### config.mk
export PLATFORM = sky130hd
export DESIGN_NAME = ipic_lite_responder
export DESIGN_NICKNAME = d
export VERILOG_FILES = /design/src/rtl/ipic_lite_responder.sv
export SDC_FILE = /design/constraint.sdc
export NUM_CORES = 1
export LEC_CHECK = 0
export CAP_MARGIN = 20
export CELL_PAD_IN_SITES_DETAIL_PLACEMENT = 0
export CELL_PAD_IN_SITES_GLOBAL_PLACEMENT = 2
export CORE_ASPECT_RATIO = 0.5
export CORE_UTILIZATION = 30
export DETAILED_ROUTE_END_ITERATION = 16
export GPL_ROUTABILITY_DRIVEN = 1
export PLACE_DENSITY_LB_ADDON = 0.1
export SLEW_MARGIN = 20
export SYNTH_ARGS = -nofsm -noshare
export SYNTH_HDL_FRONTEND = slang
export SYNTH_SLANG_ARGS = --single-unit
### constraint.sdc
create_clock -name clk -period 5.4 [get_ports clk]
set_clock_uncertainty 0.1 [all_clocks]
set_input_delay 1.62 -clock clk [delete_from_list [all_inputs] [get_ports clk]]
set_output_delay 1.62 -clock clk [all_outputs]
set_load 0.02 [all_outputs]
### src/rtl/ipic_lite_responder.sv
// ipic_lite_responder
//   Target side of the lite IPIC single-beat master handshake. Accepts one read
//   or write command at a time and serves it from a NUM_REGS x 32-bit register
//   bank. cmdack, the data beat and cmplt are produced at fixed latencies after
//   the command is accepted.
//
//   Optional feature macro: IPIC_RESP_STATS_EN
//     When defined, three read-only 32-bit wrapping counters sit directly above
//     the bank: word NUM_REGS (good reads), NUM_REGS+1 (good writes) and
//     NUM_REGS+2 (error completions). Writing any of them completes with error.
//     When undefined, every word index >= NUM_REGS decodes as an error.
module ipic_lite_responder #(
  parameter int                    ADDR_WIDTH    = 32,
  parameter int                    DATA_WIDTH    = 32,
  parameter logic [ADDR_WIDTH-1:0] BASE_ADDR     = 32'h4000_0000,
  parameter int                    NUM_REGS      = 16,
  parameter int                    ACK_LATENCY   = 1,
  parameter int                    CMPLT_LATENCY = 2
) (
  input  logic                        clk,
  input  logic                        reset_n,
  input  logic                        ip2bus_mstrd_req,
  input  logic                        ip2bus_mstwr_req,
  input  logic [ADDR_WIDTH-1:0]       ip2bus_mst_addr,
  input  logic [3:0]                  ip2bus_mst_be,
  input  logic                        ip2bus_mst_lock,
  input  logic                        ip2bus_mst_reset,
  input  logic [DATA_WIDTH-1:0]       ip2bus_mstwr_d,
  output logic                        bus2ip_mst_cmdack,
  output logic                        bus2ip_mst_cmplt,
  output logic                        bus2ip_mst_error,
  output logic                        bus2ip_mst_rearbitrate,
  output logic                        bus2ip_mst_cmd_timeout,
  output logic [DATA_WIDTH-1:0]       bus2ip_mstrd_d,
  output logic                        bus2ip_mstrd_src_rdy_n,
  output logic                        bus2ip_mstwr_dst_rdy_n,
  input  logic [$clog2(NUM_REGS)-1:0] dbg_idx,
  output logic [DATA_WIDTH-1:0]       dbg_data,
  output logic [2:0]                  resp_state
);

  localparam int IDX_W = $clog2(NUM_REGS);
  localparam int CNT_W = 16;

  // Last count of each timed state; XFER_PRE is the XFER count one cycle
  // before the beat and is only meaningful when CMPLT_LATENCY >= 2.
  localparam logic [CNT_W-1:0]      ACK_LAST   = CNT_W'(ACK_LATENCY - 1);
  localparam logic [CNT_W-1:0]      XFER_LAST  = CNT_W'(CMPLT_LATENCY - 1);
  localparam logic [CNT_W-1:0]      XFER_PRE   = CNT_W'(CMPLT_LATENCY - 2);
  localparam logic [ADDR_WIDTH-1:0] NUM_REGS_A = ADDR_WIDTH'(NUM_REGS);

  typedef enum logic [2:0] {
    IDLE     = 3'd0,
    ACK_WAIT = 3'd1,
    ACK      = 3'd2,
    XFER     = 3'd3,
    CMPLT    = 3'd4
  } state_t;

  state_t                  state;
  logic [CNT_W-1:0]        cnt;

  // Command captured at accept
  logic                    cmd_rd_p0;
  logic                    cmd_err_p0;
  logic [IDX_W-1:0]        cmd_idx_p0;
  logic [3:0]              cmd_be_p0;
  logic [DATA_WIDTH-1:0]   cmd_wd_p0;

  logic [DATA_WIDTH-1:0]   bank [NUM_REGS];

  // Request decode
  logic [ADDR_WIDTH-1:0]   req_word;
  logic                    req_misalign;
  logic                    req_in_bank;
  logic                    req_in_stats;
  logic                    req_both;
  logic                    req_err;

  logic                    accept;
  logic                    abort;
  logic                    beat_now;
  logic                    done_now;
  logic [DATA_WIDTH-1:0]   rd_word;

  // The lock qualifier has no meaning for a single-target responder.
  logic                    unused_lock;
  assign unused_lock = ip2bus_mst_lock;

`ifdef IPIC_RESP_STATS_EN
  logic [ADDR_WIDTH-1:0]   req_stat_off;
  logic                    cmd_stat_p0;
  logic [1:0]              cmd_sel_p0;
  logic [DATA_WIDTH-1:0]   stat_rd_ok;
  logic [DATA_WIDTH-1:0]   stat_wr_ok;
  logic [DATA_WIDTH-1:0]   stat_err;
`endif

  // Merge new write data into the old word under the byte enables.
  function automatic logic [DATA_WIDTH-1:0] be_merge(
    input logic [DATA_WIDTH-1:0] old_w,
    input logic [DATA_WIDTH-1:0] new_w,
    input logic [3:0]            be
  );
    logic [DATA_WIDTH-1:0] r;
    r = old_w;
    for (int b = 0; b < 4; b++) begin
      if (be[b]) r[8*b +: 8] = new_w[8*b +: 8];
    end
    return r;
  endfunction

  // Address decode of the incoming request; the subtraction wraps so that
  // addresses below BASE_ADDR land on huge word indices and fail the range check.
  always_comb begin
    req_word     = (ip2bus_mst_addr - BASE_ADDR) >> 2;
    req_misalign = (ip2bus_mst_addr[1:0] != 2'b00);
    req_in_bank  = (req_word < NUM_REGS_A);
    req_both     = ip2bus_mstrd_req & ip2bus_mstwr_req;
`ifdef IPIC_RESP_STATS_EN
    req_stat_off = req_word - NUM_REGS_A;
    req_in_stats = (req_stat_off < ADDR_WIDTH'(3)) & ~ip2bus_mstwr_req;
`else
    req_in_stats = 1'b0;
`endif
    req_err      = req_both | req_misalign | ~(req_in_bank | req_in_stats);
  end

  assign accept   = (state == IDLE) && !ip2bus_mst_reset &&
                    (ip2bus_mstrd_req || ip2bus_mstwr_req);
  assign abort    = (state != IDLE) && ip2bus_mst_reset;
  assign beat_now = !abort &&
                    (((state == ACK) && (CMPLT_LATENCY == 1)) ||
                     ((state == XFER) && (CMPLT_LATENCY >= 2) && (cnt == XFER_PRE)));
  assign done_now = !abort && (state == XFER) && (cnt == XFER_LAST);

  // Read word source: bank, or a statistics counter when enabled
  always_comb begin
    rd_word = bank[cmd_idx_p0];
`ifdef IPIC_RESP_STATS_EN
    if (cmd_stat_p0) begin
      case (cmd_sel_p0)
        2'd0:    rd_word = stat_rd_ok;
        2'd1:    rd_word = stat_wr_ok;
        default: rd_word = stat_err;
      endcase
    end
`endif
  end

  // ---- Stage p0: command capture at accept (data path, no reset) ----
  always_ff @(posedge clk) begin
    if (accept) begin
      cmd_idx_p0 <= req_word[IDX_W-1:0];
      cmd_be_p0  <= ip2bus_mst_be;
      cmd_wd_p0  <= ip2bus_mstwr_d;
    end
  end

  // Handshake FSM with registered bus2ip outputs
  always_ff @(posedge clk or negedge reset_n) begin
    if (!reset_n) begin
      state                  <= IDLE;
      cnt                    <= '0;
      cmd_rd_p0              <= 1'b0;
      cmd_err_p0             <= 1'b0;
      bus2ip_mst_cmdack      <= 1'b0;
      bus2ip_mst_cmplt       <= 1'b0;
      bus2ip_mst_error       <= 1'b0;
      bus2ip_mstrd_src_rdy_n <= 1'b1;
      bus2ip_mstwr_dst_rdy_n <= 1'b1;
      bus2ip_mstrd_d         <= '0;
    end else begin
      bus2ip_mst_cmdack      <= 1'b0;
      bus2ip_mst_cmplt       <= 1'b0;
      bus2ip_mst_error       <= 1'b0;
      bus2ip_mstrd_src_rdy_n <= 1'b1;
      bus2ip_mstwr_dst_rdy_n <= 1'b1;

      if (beat_now) begin
        if (cmd_rd_p0) begin
          bus2ip_mstrd_src_rdy_n <= 1'b0;
          bus2ip_mstrd_d         <= cmd_err_p0 ? '0 : rd_word;
        end else begin
          bus2ip_mstwr_dst_rdy_n <= 1'b0;
        end
      end

      if (abort) begin
        state <= IDLE;
      end else begin
        case (state)
          IDLE: begin
            if (accept) begin
              state      <= ACK_WAIT;
              cnt        <= '0;
              cmd_rd_p0  <= ip2bus_mstrd_req;
              cmd_err_p0 <= req_err;
            end
          end
          ACK_WAIT: begin
            if (cnt == ACK_LAST) begin
              state             <= ACK;
              bus2ip_mst_cmdack <= 1'b1;
            end else begin
              cnt <= cnt + 1'b1;
            end
          end
          ACK: begin
            state <= XFER;
            cnt   <= '0;
          end
          XFER: begin
            if (cnt == XFER_LAST) begin
              state            <= CMPLT;
              bus2ip_mst_cmplt <= 1'b1;
              bus2ip_mst_error <= cmd_err_p0;
            end else begin
              cnt <= cnt + 1'b1;
            end
          end
          CMPLT:   state <= IDLE;
          default: state <= IDLE;
        endcase
      end
    end
  end

  // Register bank: cleared on reset, byte-enabled commit at the end of the write beat
  always_ff @(posedge clk or negedge reset_n) begin
    if (!reset_n) begin
      for (int i = 0; i < NUM_REGS; i++) bank[i] <= '0;
    end else if (done_now && !cmd_rd_p0 && !cmd_err_p0) begin
      bank[cmd_idx_p0] <= be_merge(bank[cmd_idx_p0], cmd_wd_p0, cmd_be_p0);
    end
  end

`ifdef IPIC_RESP_STATS_EN
  // Statistics window selection and completion counters
  always_ff @(posedge clk or negedge reset_n) begin
    if (!reset_n) begin
      cmd_stat_p0 <= 1'b0;
      cmd_sel_p0  <= 2'd0;
      stat_rd_ok  <= '0;
      stat_wr_ok  <= '0;
      stat_err    <= '0;
    end else begin
      if (accept) begin
        cmd_stat_p0 <= ~req_in_bank & req_in_stats;
        cmd_sel_p0  <= req_stat_off[1:0];
      end
      if (done_now) begin
        if (cmd_err_p0)     stat_err   <= stat_err + 1'b1;
        else if (cmd_rd_p0) stat_rd_ok <= stat_rd_ok + 1'b1;
        else                stat_wr_ok <= stat_wr_ok + 1'b1;
      end
    end
  end
`endif

  assign bus2ip_mst_rearbitrate = 1'b0;
  assign bus2ip_mst_cmd_timeout = 1'b0;
  assign dbg_data               = bank[dbg_idx];
  assign resp_state             = state;

endmodule

==> flow_summary.toml, run 1 <==
[outcome]
status = "finished, final reports clean"

[cells_and_area]
finalInstanceArea_sq_um = 37900
nNetsFinal = 2440
drive_gt1_share_pct = 40.3
nFillCells = 10100
area_growth_pct = 17.4

[timing]
setup_viol = 0
finalWorstSetupSlack_ps = 59.9
hold_ws_ps = 380
worstMarginPinSlew_ps = 1130
slew_violations = 0
clock.fmax_mhz = 187
rsz0062_at_grt = "false"
tns_ps = 0
period_minus_slack_ps = 5340
relSlewSlack_pct = 24.0
finalCritPeriodShare_pct = 98.9
hold_viol = 0

[worst_setup_path]
startpoint_type = "input pin"
cp_max_fo = 17
end_kind = "primary output"
arrival_ps = 3620
ff2ff_setup_slack_ps = 1800
crit_required_ps = 3680
path_class = "input pin to primary output"

[routing]
drt_iter0_markers = 1270
wl_per_cell_um = 27.8
drcViolationCount = 0
viasPerCell = 5.32
antenna_left = 0
first_pass_iters = 6
wl_mm = 106
vias = 20400

[floorplan]
fp-row-count = 84
io_pins = 152
core_sq_um = 106000
die_height_um = 234
start_util_pct = 30.5
die-width_um = 466
die_area_sq_um = 109000

[min_path]
hold_path.class = "flip-flop to flip-flop"

[global_routing]
grt_use_total_pct = 20.0
grt_max_degree = 89
grt_pass1_wl_mm = 157
grt_pass1_vias = 21600
grt_overflow = 0
antenna_found_initial = 2

[run]
maxCapViolations = 0

[clocking]
cts_root_buf = "clkbuf_16"
cts_max_path_buffers = 3
insertion_delay_ps = 660
cts_sinks = 610
htree_levels = 3
numCtsBuffers = 66
path_clk_slew_ps = 60
tritoncts = "built"

[power]
power_density_nw_per_um2 = 292
vdd_drop_max_v = 0.000193
p_leak_nw = 17.2

[placed_design]
io_buffers = 148
place_area_sq_um = 35600
dp_hpwl_mm = 65.3
globalplace.congestion = 0.736
post-place-ws_ps = -135

[synth]
yosys_warnings = 0
synth_cell_types = 53
synth-edff-count = 40
ys.flop_type = "dfrtp_1"
synth_area_sq_um = 32300
syn_inst = 2233
avgSynthCellArea_sq_um = 14.4
yosysSeqAreaShare_pct = 47.9
async_reset_ff_share_pct = 93.4
synth_seq_cells = 610
-- critical path: stages --
cell	delay [ps]
buf_12	200
buf_4	220
mux4_2	520
mux4_2	490
clkdlybuf4s50_1	550
-- state kept, by name, summed over array words and instances (netlist names) --
signal,count
bus2ip_mst_cmdack,1
bus2ip_mstrd_d,32
cmd_idx_p0,4
bank,512
cmd_rd_p0,1
cmd_wd_p0,32
bus2ip_mstrd_src_rdy_n,1
cmd_be_p0,4
resp_state,3
bus2ip_mst_cmplt,1
bus2ip_mst_error,1
cmd_err_p0,1
bus2ip_mstwr_dst_rdy_n,1
cnt,16
-- synth_stat cells, drive strengths merged, types with 6 or more instances --
| cell | instances | area share [%] |
|---|---|---|
| nand3 | 11 | 0.20 |
| a22o | 31 | 0.84 |
| nand2b | 9 | 0.17 |
| a22oi | 18 | 0.42 |
| nor2 | 74 | 0.87 |
| edfxtp | 40 | 3.7 |
| mux2 | 562 | 20 |
| nor4 | 20 | 0.99 |
| mux4 | 214 | 15 |
| o31ai | 33 | 0.92 |
| a21oi | 6 | 0.093 |
| dfrtp | 568 | 44 |
| or2 | 29 | 0.56 |
| inv | 8 | 0.093 |
| nor2b | 6 | 0.12 |
| mux2i | 125 | 3.9 |
| o21ai | 58 | 0.90 |
| clkbuf | 81 | 0.94 |
| nand4 | 13 | 0.35 |
| o22ai | 25 | 0.48 |
| a31oi | 13 | 0.25 |
| nor3 | 59 | 0.92 |
| nand2 | 81 | 1.0 |
| buf | 113 | 2.5 |
-- stage by stage --
step | instances | power (mW) | util (%)
after floorplan | 2234 | 5.62 | -
final | 3829 | 11.1 | 35.8
after global routing | 3829 | 11.5 | 35.8
after detailed placement | 3710 | 6.29 | 33.6
after global placement | 3710 | 6.29 | 33.6
after CTS | 3828 | 11.3 | 35.8
-- placed cells by master (no fill, tap or decap), drive strengths merged, types with 6 or more instances in the layout --
cell type      Yosys  layout
nand2b             9       9
clkinv             0      11
nand4             13      13
o31ai             33      33
mux2             562     562
or2               29      29
nand2             81      81
edfxtp            40      40
inv                8      10
a22oi             18      18
o21ai             58      58
a21oi              6       6
clkbuf            81      96
a22o              31      31
nand3             11      11
o22ai             25      25
mux2i            125     125
nor2              74      74
a31oi             13      13
bufinv             0       7
dlygate4sd2        0      23
nor2b              6       6
dfrtp            568     568
nor4              20      20
buf              113     111
mux4             214     214
clkdlybuf4s50      0     115
nor3              59      59
-- layout make-up --
cell class / count / area [sq um] / area share [%]
diodes: 1 / 2.50 / 0.00661
clock buffers: 96 / 1960 / 5.17
clock inverters: 22 / 295 / 0.780
inverters: 8 / 30.0 / 0.0793
multi-input cells: 1422 / 15700 / 41.4
flip-flops and latches: 610 / 15500 / 40.8
well taps: 1419 / 1780 / 4.69
repair buffers: 251 / 2650 / 6.99
-- cell families after synthesis --
kind of cell	after synthesis	synth area share (%)
compound gates	200	4.35
fa+ha+maj	3	0.116
buf+inv	202	3.58
flops	610	47.9
mux	901	38.4
other cells	1	0.0116
simple gates	316	5.56
-- worst paths after layout --
| kind | from | end | depth (start not counted) |
|---|---|---|---|
| max reg2reg | cmd_idx_p0[3] | bank[472] | 6 |
| min | bus2ip_mstrd_d[16] | bus2ip_mstrd_d[16] | 2 |
| max | dbg_idx[0] | dbg_data[31] | 5 |
| min reg2reg | bus2ip_mstrd_d[16] | bus2ip_mstrd_d[16] | 2 |
| max in group asynchronous | reset_n | bank[405] | 2 |
| min in group asynchronous | reset_n | bank[190] | 1 |
-- per-layer routing --
metal	global-route usage [%]	part of all wire, %	vias to the layer above
li1	-	-	8810
met1	30.0	50	11100
met2	30.1	44	381
met3	3.26	3.7	111
met4	4.30	1.9	2
met5	0.260	0.0038	-
-- power by group --
part	total, mW	internal [mW]	switching [mW]	leakage, nW
logic	1.45	0.474	0.974	7.80
registers	4.73	4.68	0.0544	8.32
clock network	4.88	2.86	2.03	1.11
total	11.1	8.01	3.06	17.2
-- what timing repair did --
| action | in CTS | in global routing |
|---|---|---|
| endpoints found under the setup margin | 29 | 2 |
| hold buffers | 0 | 0 |
| resized for setup | 28 | 2 |
| cloned | 0 | 0 |
| pin swaps | 0 | 0 |
| buffers inserted | 0 | 0 |
(Power assumes the default switching activity.)
==> run 2: changes to the inputs <==
Settings changed: CAP_MARGIN 20 to 5, CTS_BUF_LIST set to sky130_fd_sc_hd__clkbuf_8.
==> flow_summary.toml, run 2 (same netlist as run 1, synthesis figures left out) <==
[clocking]
path_clk_slew_ps = 60
tritoncts = "built"
post-cts-setup-buffer-count = 0
numCtsBuffers = 101
cts_max_path_buffers = 3
cts_resized = 28
htree_levels = 3
cts_root_buf = "clkbuf_8"
insertion_delay_ps = 780
ctsHoldBuffers = 0
cts_sinks = 610

[global_routing]
grt_use_total_pct = 20.1
grt_overflow = 0
use_met1_pct = 30.0
grt-busiest-layer = "met1"
met2_usage_pct = 29.8
antenna_found_initial = 2
grt_pass1_wl_mm = 157
grt_pass1_vias = 21900
grt_max_degree = 89
grt_use_met3_pct = 3.31

[routing]
vias = 20600
drt_iter0_markers = 1286
first_pass_iters = 5
wl_mm = 107
antenna_left = 0
drcViolationCount = 0
viasPerCell = 5.29
wl_per_cell_um = 27.5

[timing]
worstMarginPinSlew_ps = 1140
slew_violations = 0
setup_viol = 0
tns_ps = 0
hold_viol = 0
finalCritPeriodShare_pct = 99.0
period_minus_slack_ps = 5350
relSlewSlack_pct = 23.8
rsz0062_at_grt = "false"
clock.fmax_mhz = 187
finalWorstSetupSlack_ps = 54.1

[min_path]
whs_path_depth = 2
hold_path.class = "flip-flop to flip-flop"

[cells_and_area]
largest_reg_flops = 512
fin_util_pct = 35.6
layout_commonest_cell = "dfrtp_1"
finalInstanceArea_sq_um = 37700
drive_gt1_share_pct = 40.9
regMostFlops = "bank"
largestRegisters = "bank (512), bus2ip_mstrd_d (32), cmd_wd_p0 (32)"
nFillCells = 10200
nNetsFinal = 2475
mostFrequentLayoutCells = "dfrtp_1, mux2_2, mux4_2, clkbuf_8, mux2i_1"
area_growth_pct = 16.7

[worst_setup_path]
end_kind = "primary output"
cp_max_fo = 17
path_class = "input pin to primary output"
startpoint_type = "input pin"
ff2ff_path_depth = 6
crit_required_ps = 3680
arrival_ps = 3630

[placed_design]
io_buffers = 148
post-place-ws_ps = -135
place_area_sq_um = 35600
globalplace.congestion = 0.736
dp_hpwl_mm = 65.3

[power]
p_leak_nw = 17.3
total_power_mw = 10.4
vdd_drop_max_v = 0.000151
power_density_nw_per_um2 = 276

[floorplan]
core_sq_um = 106000
die_area_sq_um = 109000
start_util_pct = 30.5
io_pins = 152
die-width_um = 466
die_height_um = 234
fp-row-count = 84

[outcome]
status = "finished, final reports clean"

[run]
maxCapViolations = 0
## run 2: layer usage
layer  wire, um  vias to the layer above
met3       3730                      153
met2      46800                      423
li1           -                     8888
met5          0                        -
met4       2660                        0
met1      54000                    11200
## run 2: final cells by class
class / count / area (sq um) / area share (%)
repair buffers: 251 / 2650 / 7.03
diodes: 2 / 5.00 / 0.0133
inverters: 8 / 30.0 / 0.0797
multi-input cells: 1422 / 15700 / 41.7
well taps: 1419 / 1780 / 4.72
flip-flops and latches: 610 / 15500 / 41.1
clock buffers: 129 / 1780 / 4.72
clock inverters: 58 / 268 / 0.711
## run 2: through the flow
| step | hold slack, ps | cells |
|---|---|---|
| after CTS | 384 | 3897 |
| after global routing | 408 | 3898 |
| final | 380 | 3899 |
| after detailed placement | 370 | 3710 |
| after floorplan | 313 | 2234 |
| after global placement | 364 | 3710 |
## run 2: where the power goes
part           total (mW)  leakage [nW]  switching [mW]  internal, mW
clock                4.23          1.21            2.08          2.15
sequential           4.73          8.32          0.0548          4.68
combinational        1.45          7.80           0.976         0.474
total                10.4          17.3            3.11          7.30
## run 2: final timing paths
path / from / endpoint / slack, ps
setup / recovery: dbg_idx[0] / dbg_data[31] / 50
hold / removal: bus2ip_mstrd_d[16] / bus2ip_mstrd_d[16] / 380
min in group asynchronous: reset_n / bank[254] / 820
setup reg to reg: cmd_idx_p0[3] / bank[152] / 1810
max in group asynchronous: reset_n / bank[437] / 3410
hold reg to reg: bus2ip_mstrd_d[16] / bus2ip_mstrd_d[16] / 380
## run 2: critical path, stage by stage
cell and delay, ps:
buf_12 210, buf_4 220, mux4_2 520, mux4_2 490, clkdlybuf4s50_1 550
